[src/rtl/simon_sequencer.sv]
// Simon game controller: grows an LFSR-drawn colour pattern, plays it back, then checks the player's replay.
// Optional input timeout in WAIT_IN is enabled by defining SIMON_TIMEOUT_EN.
`timescale 1ns/1ps
module simon_sequencer #(
  parameter int          MAX_LEN     = 16,
  parameter int          SHOW_CYCLES = 25000000,
  parameter int          GAP_CYCLES  = 12500000,
  parameter int          TIMEOUT_CYC = 250000000,
  parameter logic [15:0] LFSR_SEED   = 16'hACE1,
  localparam int         LW          = $clog2(MAX_LEN + 1)
) (
  input  logic          clk,
  input  logic          reset,
  input  logic          start,
  input  logic          key_valid,
  input  logic [1:0]    color_in,
  output logic          show_valid,
  output logic [1:0]    show_color,
  output logic [LW-1:0] level,
  output logic          awaiting_input,
  output logic          win,
  output logic          lose,
  output logic [2:0]    state_dbg
);

  // Handshake: start and key_valid are single-cycle strobes with no ready; they are acted on
  // only in the states that accept them and silently dropped everywhere else.

  localparam int AW = (MAX_LEN > 1) ? $clog2(MAX_LEN) : 1;

  // Timer is sized to the longest reload value it may ever hold.
  localparam int TMAX_A = (SHOW_CYCLES > GAP_CYCLES) ? SHOW_CYCLES : GAP_CYCLES;
  localparam int TMAX   = (TMAX_A > TIMEOUT_CYC) ? TMAX_A : TIMEOUT_CYC;
  localparam int TW     = $clog2(TMAX + 1);

  localparam logic [TW-1:0] SHOW_LD = TW'(SHOW_CYCLES - 1);
  localparam logic [TW-1:0] GAP_LD  = TW'(GAP_CYCLES - 1);
`ifdef SIMON_TIMEOUT_EN
  localparam logic [TW-1:0] WAIT_LD = TW'(TIMEOUT_CYC - 1);
`else
  localparam logic [TW-1:0] WAIT_LD = '0;
`endif

  localparam logic [2:0] S_IDLE     = 3'd0;
  localparam logic [2:0] S_ADD      = 3'd1;
  localparam logic [2:0] S_SHOW_ON  = 3'd2;
  localparam logic [2:0] S_SHOW_OFF = 3'd3;
  localparam logic [2:0] S_WAIT_IN  = 3'd4;
  localparam logic [2:0] S_WIN      = 3'd5;
  localparam logic [2:0] S_LOSE     = 3'd6;

  logic [2:0]    state;
  logic [LW-1:0] idx;
  logic [TW-1:0] timer;
  logic [15:0]   lfsr;
  logic [1:0]    ram [0:(1<<AW)-1];

  logic       lfsr_fb;
  logic       last_step;
  logic       key_match;
  logic       timer_zero;
  logic [1:0] ram_rd;

  assign lfsr_fb    = lfsr[15] ^ lfsr[13] ^ lfsr[12] ^ lfsr[10];
  assign ram_rd     = ram[idx[AW-1:0]];
  assign last_step  = (idx == level - LW'(1));
  assign key_match  = (color_in == ram_rd);
  assign timer_zero = (timer == '0);

  // Pattern storage is deliberately not reset; only entries below level are ever read.
  always_ff @(posedge clk) begin
    if (!reset && state == S_ADD) begin
      ram[level[AW-1:0]] <= lfsr[1:0];
    end
  end

  always_ff @(posedge clk) begin
    if (reset) begin
      state <= S_IDLE;
      level <= '0;
      idx   <= '0;
      timer <= '0;
      lfsr  <= LFSR_SEED;
    end else begin
      lfsr <= {lfsr[14:0], lfsr_fb};
      case (state)
        S_IDLE, S_WIN, S_LOSE: begin
          if (start) begin
            state <= S_ADD;
            level <= '0;
            timer <= '0;
          end
        end
        S_ADD: begin
          level <= level + LW'(1);
          idx   <= '0;
          state <= S_SHOW_ON;
          timer <= SHOW_LD;
        end
        S_SHOW_ON: begin
          if (timer_zero) begin
            state <= S_SHOW_OFF;
            timer <= GAP_LD;
          end else begin
            timer <= timer - TW'(1);
          end
        end
        S_SHOW_OFF: begin
          if (!timer_zero) begin
            timer <= timer - TW'(1);
          end else if (last_step) begin
            state <= S_WAIT_IN;
            idx   <= '0;
            timer <= WAIT_LD;
          end else begin
            state <= S_SHOW_ON;
            idx   <= idx + LW'(1);
            timer <= SHOW_LD;
          end
        end
        S_WAIT_IN: begin
          if (key_valid) begin
            if (!key_match) begin
              state <= S_LOSE;
              timer <= '0;
            end else if (last_step) begin
              state <= (level == LW'(MAX_LEN)) ? S_WIN : S_ADD;
              timer <= '0;
            end else begin
              idx   <= idx + LW'(1);
              timer <= WAIT_LD;
            end
          end
`ifdef SIMON_TIMEOUT_EN
          else if (timer_zero) begin
            state <= S_LOSE;
          end else begin
            timer <= timer - TW'(1);
          end
`endif
        end
        default: begin
          state <= S_IDLE;
          timer <= '0;
        end
      endcase
    end
  end

  always_comb begin
    show_valid     = (state == S_SHOW_ON);
    show_color     = show_valid ? ram_rd : 2'b00;
    awaiting_input = (state == S_WAIT_IN);
    win            = (state == S_WIN);
    lose           = (state == S_LOSE);
    state_dbg      = state;
  end

endmodule
[config.mk]
export PLATFORM = sky130hd
export DESIGN_NAME = simon_sequencer
export DESIGN_NICKNAME = d
export VERILOG_FILES = /design/src/rtl/simon_sequencer.sv
export SDC_FILE = /design/constraint.sdc
export NUM_CORES = 1
export LEC_CHECK = 0
export BUFFER_PORTS_ARGS = -buffer_cell sky130_fd_sc_hd__clkbuf_2
export CAP_MARGIN = 5
export CORE_ASPECT_RATIO = 1.5
export CORE_UTILIZATION = 40
export DETAILED_ROUTE_END_ITERATION = 16
export PLACE_DENSITY = 0.59
export SLEW_MARGIN = 40
export SYNTH_ARGS = -nofsm -noshare
export SYNTH_HDL_FRONTEND = slang
export SYNTH_SLANG_ARGS = --single-unit
[constraint.sdc]
create_clock -name clk -period 3.2 [get_ports clk]
set_input_delay 0.32 -clock clk [delete_from_list [all_inputs] [get_ports clk]]
set_output_delay 0.32 -clock clk [all_outputs]
set_load 0.02 [all_outputs]
# --- Word-level counts from Yosys, hierarchy flattened ---
# Memories as Yosys holds them, arrays and structs flattened. A register that Yosys moved wholly into a read port is not among the register bits.
# Index checks and enable logic that the tools add are counted.
op_classes:
  addsub: 4
  eq_ne: 16
  mux: 28
  n_bitwise: 3
  reduce_logical: 11
ops:
  columns: ["cell", "count"]
  rows:
  - ["one-hot mux 28 bit (5 select lines)", 1]
  - ["two-way mux 28 bit", 4]
  - ["two-way mux 5 bit", 6]
  - ["zero test 28 bit", 1]
  - ["subtractor 28 x 1 -> 28 bit (second input constant)", 1]
  - ["two-way mux 25 bit", 1]
  - ["two-way mux 3 bit", 8]
  - ["one-hot mux 3 bit (5 select lines)", 1]
  - ["one-hot mux 5 bit (3 select lines)", 1]
  - ["adder 5 x 1 -> 5 bit (second input constant)", 2]
  - ["one-hot mux 5 bit (2 select lines)", 1]
  - ["AND reduction 5 bit", 2]
  - ["equality test 3 bit (second input constant)", 3]
  - ["two-way mux 4 bit", 2]
  - ["!= test 2 bit (second input constant)", 4]
  - ["equality test 3 x 2 -> 1 bit (second input constant)", 2]
  - ["equality test 5 bit", 1]
  - ["equality test 5 bit (second input constant)", 1]
  - ["subtractor 5 x 1 -> 5 bit (second input constant)", 1]
  - ["!= test 2 x 1 -> 1 bit (second input constant)", 2]
  - ["AND reduction 2 bit", 2]
  - ["equality test 3 x 1 -> 1 bit (second input constant)", 1]
  - ["zero test 3 bit", 1]
  - ["!= test 3 bit (second input constant)", 1]
  - ["9 further kinds", 12]
word_totals:
  regBits: 57
  ramBits: 32
  input_bits: 6
  out_inout_bits: 14
  elab_cells: 68
  mem_count: 1
mem_list:
  columns: ["name", "depth", "word_bits", "rd", "rd_clocked_by_memory_dff", "wr", "line", "rtl"]
  rows:
  - ["ram", 16, 2, 1, 1, 1, "56", "logic [1:0] ram [0:(1<<AW)-1];"]

# --- Depth between registers and ports, before layout ---
# Gate-level depths: netlist (run 1).
depth:
  word_depth: 8
  mapped_depth: 10
  mapped_depth_nobuf: 9

# --- Least setup slack after synthesis (run 1) ---
# Ideal clock, no wire load.
synth_timing:
  path_type: "register to register"
  start: "register level[0]"
  end: "register timer[22]"
  setup_ps: 106
  arrival_ps: 2557
  required_time_ps: 3094
  slack_ps: 537
  path_stages_with_launch: 10
  path_buffers: 1
  synth_period_minus_slack_ps: 2663
  cell_sequence: "dfxtp_1 -> inv_1 -> ha_1 -> and3_1 -> o221a_2 -> o2111ai_1 -> buf_2 -> a31oi_1 -> or2_2 -> o311ai_0"
synth_between:
  elab_chain_cells: 5
synth_lines:
  columns: ["item", "line", "rtl"]
  rows:
  - ["start: declaration", "19", "output logic [LW-1:0] level,"]
  - ["start signal: assignment", "95", "level <= level + LW'(1);"]
  - ["subtractor 5 x 1 -> 5 bit", "66", "assign last_step = (idx == level - LW'(1));"]
  - ["equality test 5 bit", "66", null]
  - ["two-way mux 25 bit", "111", "end else if (last_step) begin"]
  - ["two-way mux 28 bit", "109", "if (!timer_zero) begin"]
  - ["one-hot mux 28 bit (5 select lines)", "86", "case (state)"]
  - ["end signal: assignment", "105", "timer <= timer - TW'(1);"]
  - ["end signal: assignment", "110", "timer <= timer - TW'(1);"]
  - ["end: declaration", "54", "logic [TW-1:0] timer;"]
# No other way between the ends.
# A chain may end at the register's enable or synchronous reset.

# --- Final worst setup path (run 1) ---
layout_timing:
  start: "register timer[0]"
  end: "register timer[12]"
layout_between:
  elab_chain_cells: 3
  elab_cells_between_ends: 5
  cone_classes: "add/sub: 1; mux: 3; reduce/logical: 1"
layout_lines:
  columns: ["item", "line"]
  rows:
  - ["subtractor 28 x 1 -> 28 bit or zero test 28 bit (tied branches)", "105, 110, 68"]
  - ["two-way mux 28 bit, on equally long branches", "109, 101"]
  - ["one-hot mux 28 bit (5 select lines) *", "86"]
# Mark *: on every way between the ends. The rest lies on a longest branch, timed or not.

==> results of run 1 <==
==> per-layer routing <==
metal | part of all wire, % | vias to the layer above
li1 | - | 1792
met1 | 40 | 1741
met2 | 52 | 97
met3 | 3.7 | 27
met4 | 3.8 | 0
met5 | 0 | -
==> final cells by class <==
| class | count | area share [%] |
|---|---|---|
| tap | 147 | 3.53 |
| clock inverter | 6 | 1.35 |
| multi-input combinational | 343 | 43.6 |
| timing repair buffer | 35 | 4.13 |
| inverter | 15 | 1.08 |
| sequential | 93 | 41.9 |
| clock buffer | 10 | 4.40 |
==> layout by cell type (no fill, tap or decap), drive strengths merged, types with 4 or more instances in the layout <==
cell	Yosys	routed
a211oi	7	7
a21oi	34	34
a31oi	6	6
and3	4	4
buf	5	17
clkbuf	22	28
dfxtp	61	61
edfxtp	32	32
ha	8	8
inv	15	18
mux2	4	4
mux2i	4	4
mux4	8	8
nand2	34	34
nand2b	9	9
nand3	10	10
nand3b	4	4
nor2	43	43
nor2b	12	12
nor3	18	18
nor3b	7	7
nor4	6	6
o21ai	34	34
o31a	5	5
o31ai	4	4
or2	11	11
or3	9	9
or4	6	6
xnor2	5	5
xor2	11	11
==> final timing paths <==
kind / from / end / slack (ns) / depth (start not counted)
worst max-delay path: timer[0] / timer[12] / 0.23 / 9
worst min-delay path: lfsr[14] / lfsr[15] / 0.41 / 1
worst max register to register: timer[0] / timer[12] / 0.23 / 9
worst min register to register: lfsr[14] / lfsr[15] / 0.41 / 1
==> cells in the mapped netlist (4+ instances only) <==
cell	n	area share (%)
a211oi_1	7	1.1
a21oi_1	34	3.7
a31oi_1	6	0.81
and3_1	4	0.54
clkbuf_1	22	1.8
dfxtp_1	61	26
edfxtp_1	32	21
ha_1	8	2.2
inv_1	15	1.2
mux2_2	4	0.97
mux2i_1	4	0.86
mux4_2	8	3.9
nand2_1	34	2.8
nand2b_1	9	1.2
nand3_1	10	1.1
nand3b_1	4	0.65
nor2_1	43	3.5
nor2b_1	12	1.6
nor3_1	17	1.8
nor3b_1	7	1.1
nor4_1	4	0.54
o21ai_0	27	2.9
o21ai_1	7	0.76
o31a_1	5	0.95
or2_2	10	1.4
or3_1	8	1.1
or4_1	5	0.81
xnor2_1	5	0.95
xor2_1	11	2.1
==> kinds of logic (layout without fill, tap and decap cells) <==
logic type,count (synthesis),count (layout),synth area share (%)
multiplexers,16,16,5.73
adder cells (fa/ha/maj),8,8,2.16
buffers and inverters,42,66,3.81
XOR/XNOR,16,16,3.03
flip-flops,93,93,47.1
AND/OR/NAND/NOR,182,182,21.0
AO/OA/AOI/OAI,121,121,17.1
==> report_power, final <==
part / switching (uW) / internal [uW]
Clock: 470 / 615
Combinational: 639 / 388
Sequential: 124 / 1330
Total: 1230 / 2340
==> state kept, by name (all words and copies together), names as in the netlist, named ones only <==
signal     cells
state_dbg      3
lfsr          16
timer         28
ram           32
idx            5
level          5
==> per-stage QoR <==
stage | instance area, um2 | cells | hold WS [ns] | total power [uW] | utilization (%)
after floorplan | 4630 | 478 | 0.389 | 2210 | -
after global placement | 4910 | 633 | 0.393 | 2480 | 43.9
after detailed placement | 4910 | 633 | 0.396 | 2500 | 43.9
after CTS | 5210 | 649 | 0.412 | 3590 | 46.6
after global routing | 5210 | 649 | 0.430 | 3760 | 46.6
final | 5210 | 649 | 0.408 | 3570 | 46.6
==> flow_summary.ini, run 1 <==
[sta]
fin_worst_skew_ns = 0.00505
final_max_slew_viol_count = 0
slew_headroom_pct = 54.8
rsz0062_at_grt = no
tightest_slew_ns = 0.678
period_needed_ns = 2.97
finalSetupTns_ns = 0
setup_viol = 0
hold_viol = 0
fin_crit_sh_pct = 92.7
fin_ws_ns = 0.233
max_freq_ghz = 0.337

[yosys]
ys_warn_count = 0
synthCells = 478
syn_area_per_cell_um2 = 9.69
syn_nets = 492
yosysSeqAreaShare_pct = 47.1
syn_area_mm2 = 0.00463
synth_edf_count = 32
synth_ff_type = dfxtp_1
ys_types = 65
synthArstFlopShare_pct = 0
synth-seq-cells = 93

[floorplanning]
num_io_pins = 20
dieArea_mm2 = 0.0120
num_rows = 47
dieWidth_um = 89.9
core_area_mm2 = 0.0112
initial_utilization_pct = 41.4
die_h_um = 134

[cells_and_area]
seqCellArea_mm2 = 0.00218
multi_input_area_mm2 = 0.00227
fillers = 1067
syn_to_final_growth_pct = 12.5
num-nets-final = 511
antenna_cells = 0
drive_above_1_share_pct = 16.5

[clock_network]
clk_latency_ns = 0.35
clk_path_buf_depth = 2
h-tree-depth = 3
cts_resized = 0
cts-root-buf = clkbuf_16
cts_tree = yes
ctsHoldBuffers = 0
clkTransAtPathRegs_ns = 0.07
cts_setup_buffers = 0
tritoncts.num_buffers = 9
cts.sinks = 93

[placed_design]
io_buffers = 19
gp_congestion = 0.843
post-place-ws_ns = 0.293
hpwl_mm = 8.22

[drt]
postRouteAntennaNets = 0
remaining_drc_errors = 0
via_per_inst = 5.63
wire_per_inst_um = 17.2
num_vias = 3657
drtIter0Drc = 168
routed_wl_mm = 11.1
first_pass_iters = 4

[global_routing]
grt_max_degree = 45
grt_pass1_vias = 3587
met1_usage_pct = 21.7
grt-busiest-layer = met2
antenna_found_initial = 0
met2_usage_pct = 35.3
grt_overflow = 0
grt_pass1_wl_mm = 18.3
grt_util_met3_pct = 2.44
grt.total_usage_pct = 19.3

[setup_path]
critPathKind = register to register
crit_chain = inv_1, ha_1, or4b_1, or4b_4, or3_4, o31ai_4, o21ai_1, a211oi_1, nor2_1
start_kind = register
critPathTopFamily = simple AND/OR/NAND/NOR gates
path_buf_inv = 1
max_stage_delay_ns = 0.53
crit_path_max_fanout = 11
worstPathRequired_ns = 3.44
crit_path_end_kind = register
critPathSlowestCell = or4b_4
critical_path_arrival_ns = 3.20

[run_status]
status = completed

[power]
irDropWorstVdd_mv = 0.392
powerDensity_mw_per_mm2 = 685
p_leak_uw = 0.00184

[job]
max_cap_viol_count = 0

[hold_path]
hold_path.class = register to register
(Power assumes the default switching activity.)
==> run 2: changes to the inputs <==
==> constraint.sdc (replaced) <==
create_clock -name clk -period 2.85 [get_ports clk]
set_input_delay 0.285 -clock clk [delete_from_list [all_inputs] [get_ports clk]]
set_output_delay 0.285 -clock clk [all_outputs]
set_load 0.02 [all_outputs]
==> run 2 against run 1 <==
Compared with the run above:
- register-to-register slack worse by 0.22 ns
- hold slack got worse by 0.0036 ns
- power up 16%
- critical path depth is 1 higher
- cell area grew 4.3%
- first-iteration DRC count down 12%
- sequential power up 12%
- clock skew is 0.0038 ns higher
- clock-buffer cell count fell by 1
- cell count up 3.4%
==> flow_summary.ini, run 2 (synthesized netlist as in run 1, its figures left out) <==
[run_status]
status = completed

[clock_network]
h-tree-depth = 3
cts.sinks = 93
cts_tree = yes
tritoncts.num_buffers = 9
ctsHoldBuffers = 0
cts-root-buf = clkbuf_16
clkTransAtPathRegs_ns = 0.07
clk_latency_ns = 0.34
clk_path_buf_depth = 2

[setup_path]
start_kind = register
cpMostUsedCell = or4b_4
critPathTopFamily = simple AND/OR/NAND/NOR gates
crit_path_end_kind = register
critPathSlowestCell = or4b_4
crit_start = timer[1]
worstReg2RegStart = timer[1]
worstPathRequired_ns = 3.08
crit_path_max_fanout = 8
critPathKind = register to register
path_buf_inv = 2
crit_chain = inv_2, ha_4, or4b_4, or4b_4, or3_4, o31ai_4, buf_6, o21ai_1, a211oi_2, nor2_1
critical_path_arrival_ns = 3.07
max_stage_delay_ns = 0.59

[cells_and_area]
num-nets-final = 533
final_common_cell = dfxtp_1
mostFrequentLayoutCells = dfxtp_1 (59), nor2_1 (42), buf_4 (36)
fillers = 1068
syn_to_final_growth_pct = 17.4
largest_register_ffs = 32
antenna_cells = 0
drive_above_1_share_pct = 23.3

[placed_design]
hpwl_mm = 8.47
post-place-ws_ns = 0.0358
gp_congestion = 0.894
io_buffers = 19

[drt]
via_per_inst = 5.64
routed_wl_mm = 11.6
postRouteAntennaNets = 0
remaining_drc_errors = 0
wl_met1_mm = 4.71
wire_per_inst_um = 17.3
drtIter0Drc = 148
top_layer_used = met4
met2_length_mm = 6.19
num_vias = 3784
first_pass_iters = 4
route.met3.wl_um = 356

[global_routing]
grt.total_usage_pct = 20.1
antenna_found_initial = 0
grt_overflow = 0
grt_max_degree = 38
grt_pass1_wl_mm = 19.0
grt_pass1_vias = 3837

[floorplanning]
num_rows = 47
dieArea_mm2 = 0.0120
num_io_pins = 20
initial_utilization_pct = 41.4
die_h_um = 134
core_area_mm2 = 0.0112
dieWidth_um = 89.9

[sta]
rsz0062_at_grt = yes
fin_ws_ns = 0.0148
setup_viol = 0
final_max_slew_viol_count = 0
max_freq_ghz = 0.353
slew_headroom_pct = 54.9
tightest_slew_ns = 0.676
fin_crit_sh_pct = 99.5
period_needed_ns = 2.84
hold_viol = 0
fin_worst_skew_ns = 0.00882

[power]
powerDensity_mw_per_mm2 = 760
finalPower_uw = 4130
irDropWorstVdd_mv = 0.509
p_leak_uw = 0.00196

[job]
max_cap_viol_count = 0

[hold_path]
hold_path.class = input pin to register
hold_start = start
==> run 2: what timing repair did <==
| item | in CTS | in global routing |
|---|---|---|
| endpoints found under the setup margin | 0 | 13 |
| setup buffers | 0 | 5 |
| gates resized for setup | 0 | 20 |
==> run 2: cell type report <==
class,count,area (um2),area share (%)
well taps,147,184,3.38
multi-input cells,343,2330,42.8
clock buffers,9,225,4.14
repair buffers,57,392,7.21
flip-flops and latches,93,2180,40.2
inverters,15,56.3,1.04
clock inverters,7,65.1,1.20
==> run 2: tightest hold or removal path, stage by stage <==
cell and delay (ns):
clkbuf_2 0.13, a21oi_1 0.15, nand2_1 0.08, a21oi_1 0.05
==> run 2: report_power, final <==
part / total (uW) / switching, uW / leakage, uW / internal [uW]
Sequential: 1630 / 129 / 0.000788 / 1500
Combinational: 1330 / 782 / 0.00102 / 550
Clock: 1170 / 557 / 0.000146 / 615
==> run 2: final timing paths <==
path	end	slack (ns)	cells after the start
max	timer[12]	0.01	10
min	level[0]	0.40	4
max reg2reg	timer[12]	0.01	10
min reg2reg	lfsr[10]	0.42	1
==> run 2: stage by stage <==
stage	hold slack, ns	cells	TNS, ns	instance area [um2]	utilization [%]
after floorplan	0.389	478	0	4630	-
after global placement	0.398	650	0	5040	45.1
after detailed placement	0.397	650	0	5040	45.1
after CTS	0.382	666	0	5330	47.7
after global routing	0.438	671	-0.562	5440	48.6
final	0.404	671	0	5440	48.6
==> run 2: layer usage <==
metal | track usage, % | up-vias
li1 | - | 1843
met3 | 3.00 | 24
met2 | 37.1 | 74
met4 | 10.0 | 0
met5 | 0 | -
met1 | 22.4 | 1843
==> run 3: changes to the inputs <==
==> constraint.sdc (replaced) <==
create_clock -name clk -period 3.4 [get_ports clk]
set_input_delay 0.34 -clock clk [delete_from_list [all_inputs] [get_ports clk]]
set_output_delay 0.34 -clock clk [all_outputs]
set_load 0.02 [all_outputs]
==> run 3 against run 2 <==
Compared with the run above:
- clock skew decreased by 0.0017 ns
- hold slack gained 0.0087 ns
- cell count down 4.0%
- register-to-register slack improved by 0.42 ns
- critical path depth shrank 1
- clock-buffer cell count did not move
- critical path type unchanged
- largest cell class unchanged
==> flow_summary.ini, run 3 (synthesized netlist as in run 1, its figures left out) <==
[setup_path]
critical_path_arrival_ns = 3.20
start_kind = register
crit_path_end_kind = register
critPathKind = register to register
worstPathRequired_ns = 3.64
r2r_cells = 9
crit_path_max_fanout = 11

[power]
pwr-share-clk_pct = 29.6
irDropWorstVdd_mv = 0.292
switching_power_uw = 1170
swShare_pct = 35.7
p_leak_uw = 0.00181
combPwrFrac_pct = 28.4
finalPower_uw = 3290
p_int_uw = 2110
pwr-share-seq_pct = 42.0
powerDensity_mw_per_mm2 = 637

[drt]
num_vias = 3676
drtIter0Drc = 156
via_per_inst = 5.71
remaining_drc_errors = 0
wire_per_inst_um = 17.3
routed_wl_mm = 11.1
postRouteAntennaNets = 0
first_pass_iters = 4

[clock_network]
cts_resized = 0
h-tree-depth = 3
cts-root-buf = clkbuf_16
cts_tree = yes
tritoncts.num_buffers = 9
clkTransAtPathRegs_ns = 0.07
cts_setup_buffers = 0
clk_latency_ns = 0.35
cts.sinks = 93
ctsHoldBuffers = 0
clk_path_buf_depth = 2

[floorplanning]
num_io_pins = 20
dieArea_mm2 = 0.0120
initial_utilization_pct = 41.4
dieWidth_um = 89.9
num_rows = 47
die_h_um = 134
core_area_mm2 = 0.0112

[cells_and_area]
finalInstanceArea_mm2 = 0.00516
syn_to_final_growth_pct = 11.5
largest_register_ffs = 32
final_common_cell = dfxtp_1
drive_above_1_share_pct = 15.9
seqCellArea_mm2 = 0.00218
antenna_cells = 0
multi_input_area_mm2 = 0.00227
mostFrequentLayoutCells = dfxtp_1 (61), nor2_1 (43), nand2_1 (34), a21oi_1 (34), edfxtp_1 (32)
num-nets-final = 506
fillers = 1106

[sta]
rsz0062_at_grt = no
fin_worst_skew_ns = 0.00715
fin_crit_sh_pct = 87.2
tightest_slew_ns = 0.716
finalSetupTns_ns = 0
setup_viol = 0
period_needed_ns = 2.96
holdWs_ns = 0.413
slew_headroom_pct = 52.2
final_max_slew_viol_count = 0
max_freq_ghz = 0.337
hold_viol = 0

[global_routing]
antenna_found_initial = 0
grt_pass1_vias = 3594
grt_pass1_wl_mm = 18.5
grt.total_usage_pct = 19.6
grt_overflow = 0
grt_max_degree = 35

[hold_path]
holdPathStages = 1
hold_path.class = register to register

[job]
max_cap_viol_count = 0

[placed_design]
io_buffers = 19
hpwl_mm = 8.14
dpl_cell_area_mm2 = 0.00487
gp_congestion = 0.855

[run_status]
status = completed
run 3: cell count changes in the layout (fill, tap and decap cells not counted), sizes merged:
| cell | change |
|---|---|
| buf | -27 |
run 3: per-layer routing:
layer | up-vias | wire [um] | GRT usage, %
met3 | 29 | 352 | 3.40
li1 | 1790 | - | -
met4 | 0 | 342 | 8.96
met2 | 98 | 5900 | 35.8
met5 | - | 0 | 0
met1 | 1759 | 4520 | 22.2
run 3: cell type report:
class | instances | area share [%]
clock buffers | 9 | 4.36
clock inverters | 7 | 1.24
inverters | 15 | 1.09
multi-input cells | 343 | 44.0
flip-flops and latches | 93 | 42.3
well taps | 147 | 3.56
repair buffers | 30 | 3.44
run 3: metrics by stage:
stage | instances | utilization [%] | worst slack [ns]
2_1_floorplan | 478 | - | 0.737
3_3_place_gp | 628 | 43.6 | 0.468
3_5_place_dp | 628 | 43.6 | 0.444
4_1_cts | 644 | 46.2 | 0.437
5_1_grt | 644 | 46.2 | 0.313
6_report | 644 | 46.2 | 0.435
run 3: worst paths after layout:
| kind | startpoint | end | slack (ns) |
|---|---|---|---|
| setup / recovery | timer[0] | timer[12] | 0.44 |
| hold / removal | lfsr[5] | lfsr[6] | 0.41 |
| setup reg to reg | timer[0] | timer[12] | 0.44 |
| hold reg to reg | lfsr[5] | lfsr[6] | 0.41 |
run 3: power groups by stage:
| stage | clock (uW) | sequential, uW | combinational [uW] |
|---|---|---|---|
| after CTS | 998 | 1380 | 927 |
| after global routing | 1040 | 1400 | 1040 |
| after floorplan | 0 | 1360 | 712 |
| after detailed placement | 0 | 1400 | 926 |
| after global placement | 0 | 1400 | 907 |
| final | 972 | 1380 | 935 |
run 3: critical path: stages (launching register included):
cell	delay, ns
dfxtp_1	0.34
inv_1	0.09
ha_1	0.13
or4b_1	0.43
or4b_4	0.53
or3_4	0.43
o31ai_4	0.45
o21ai_1	0.13
a211oi_1	0.25
nor2_1	0.06
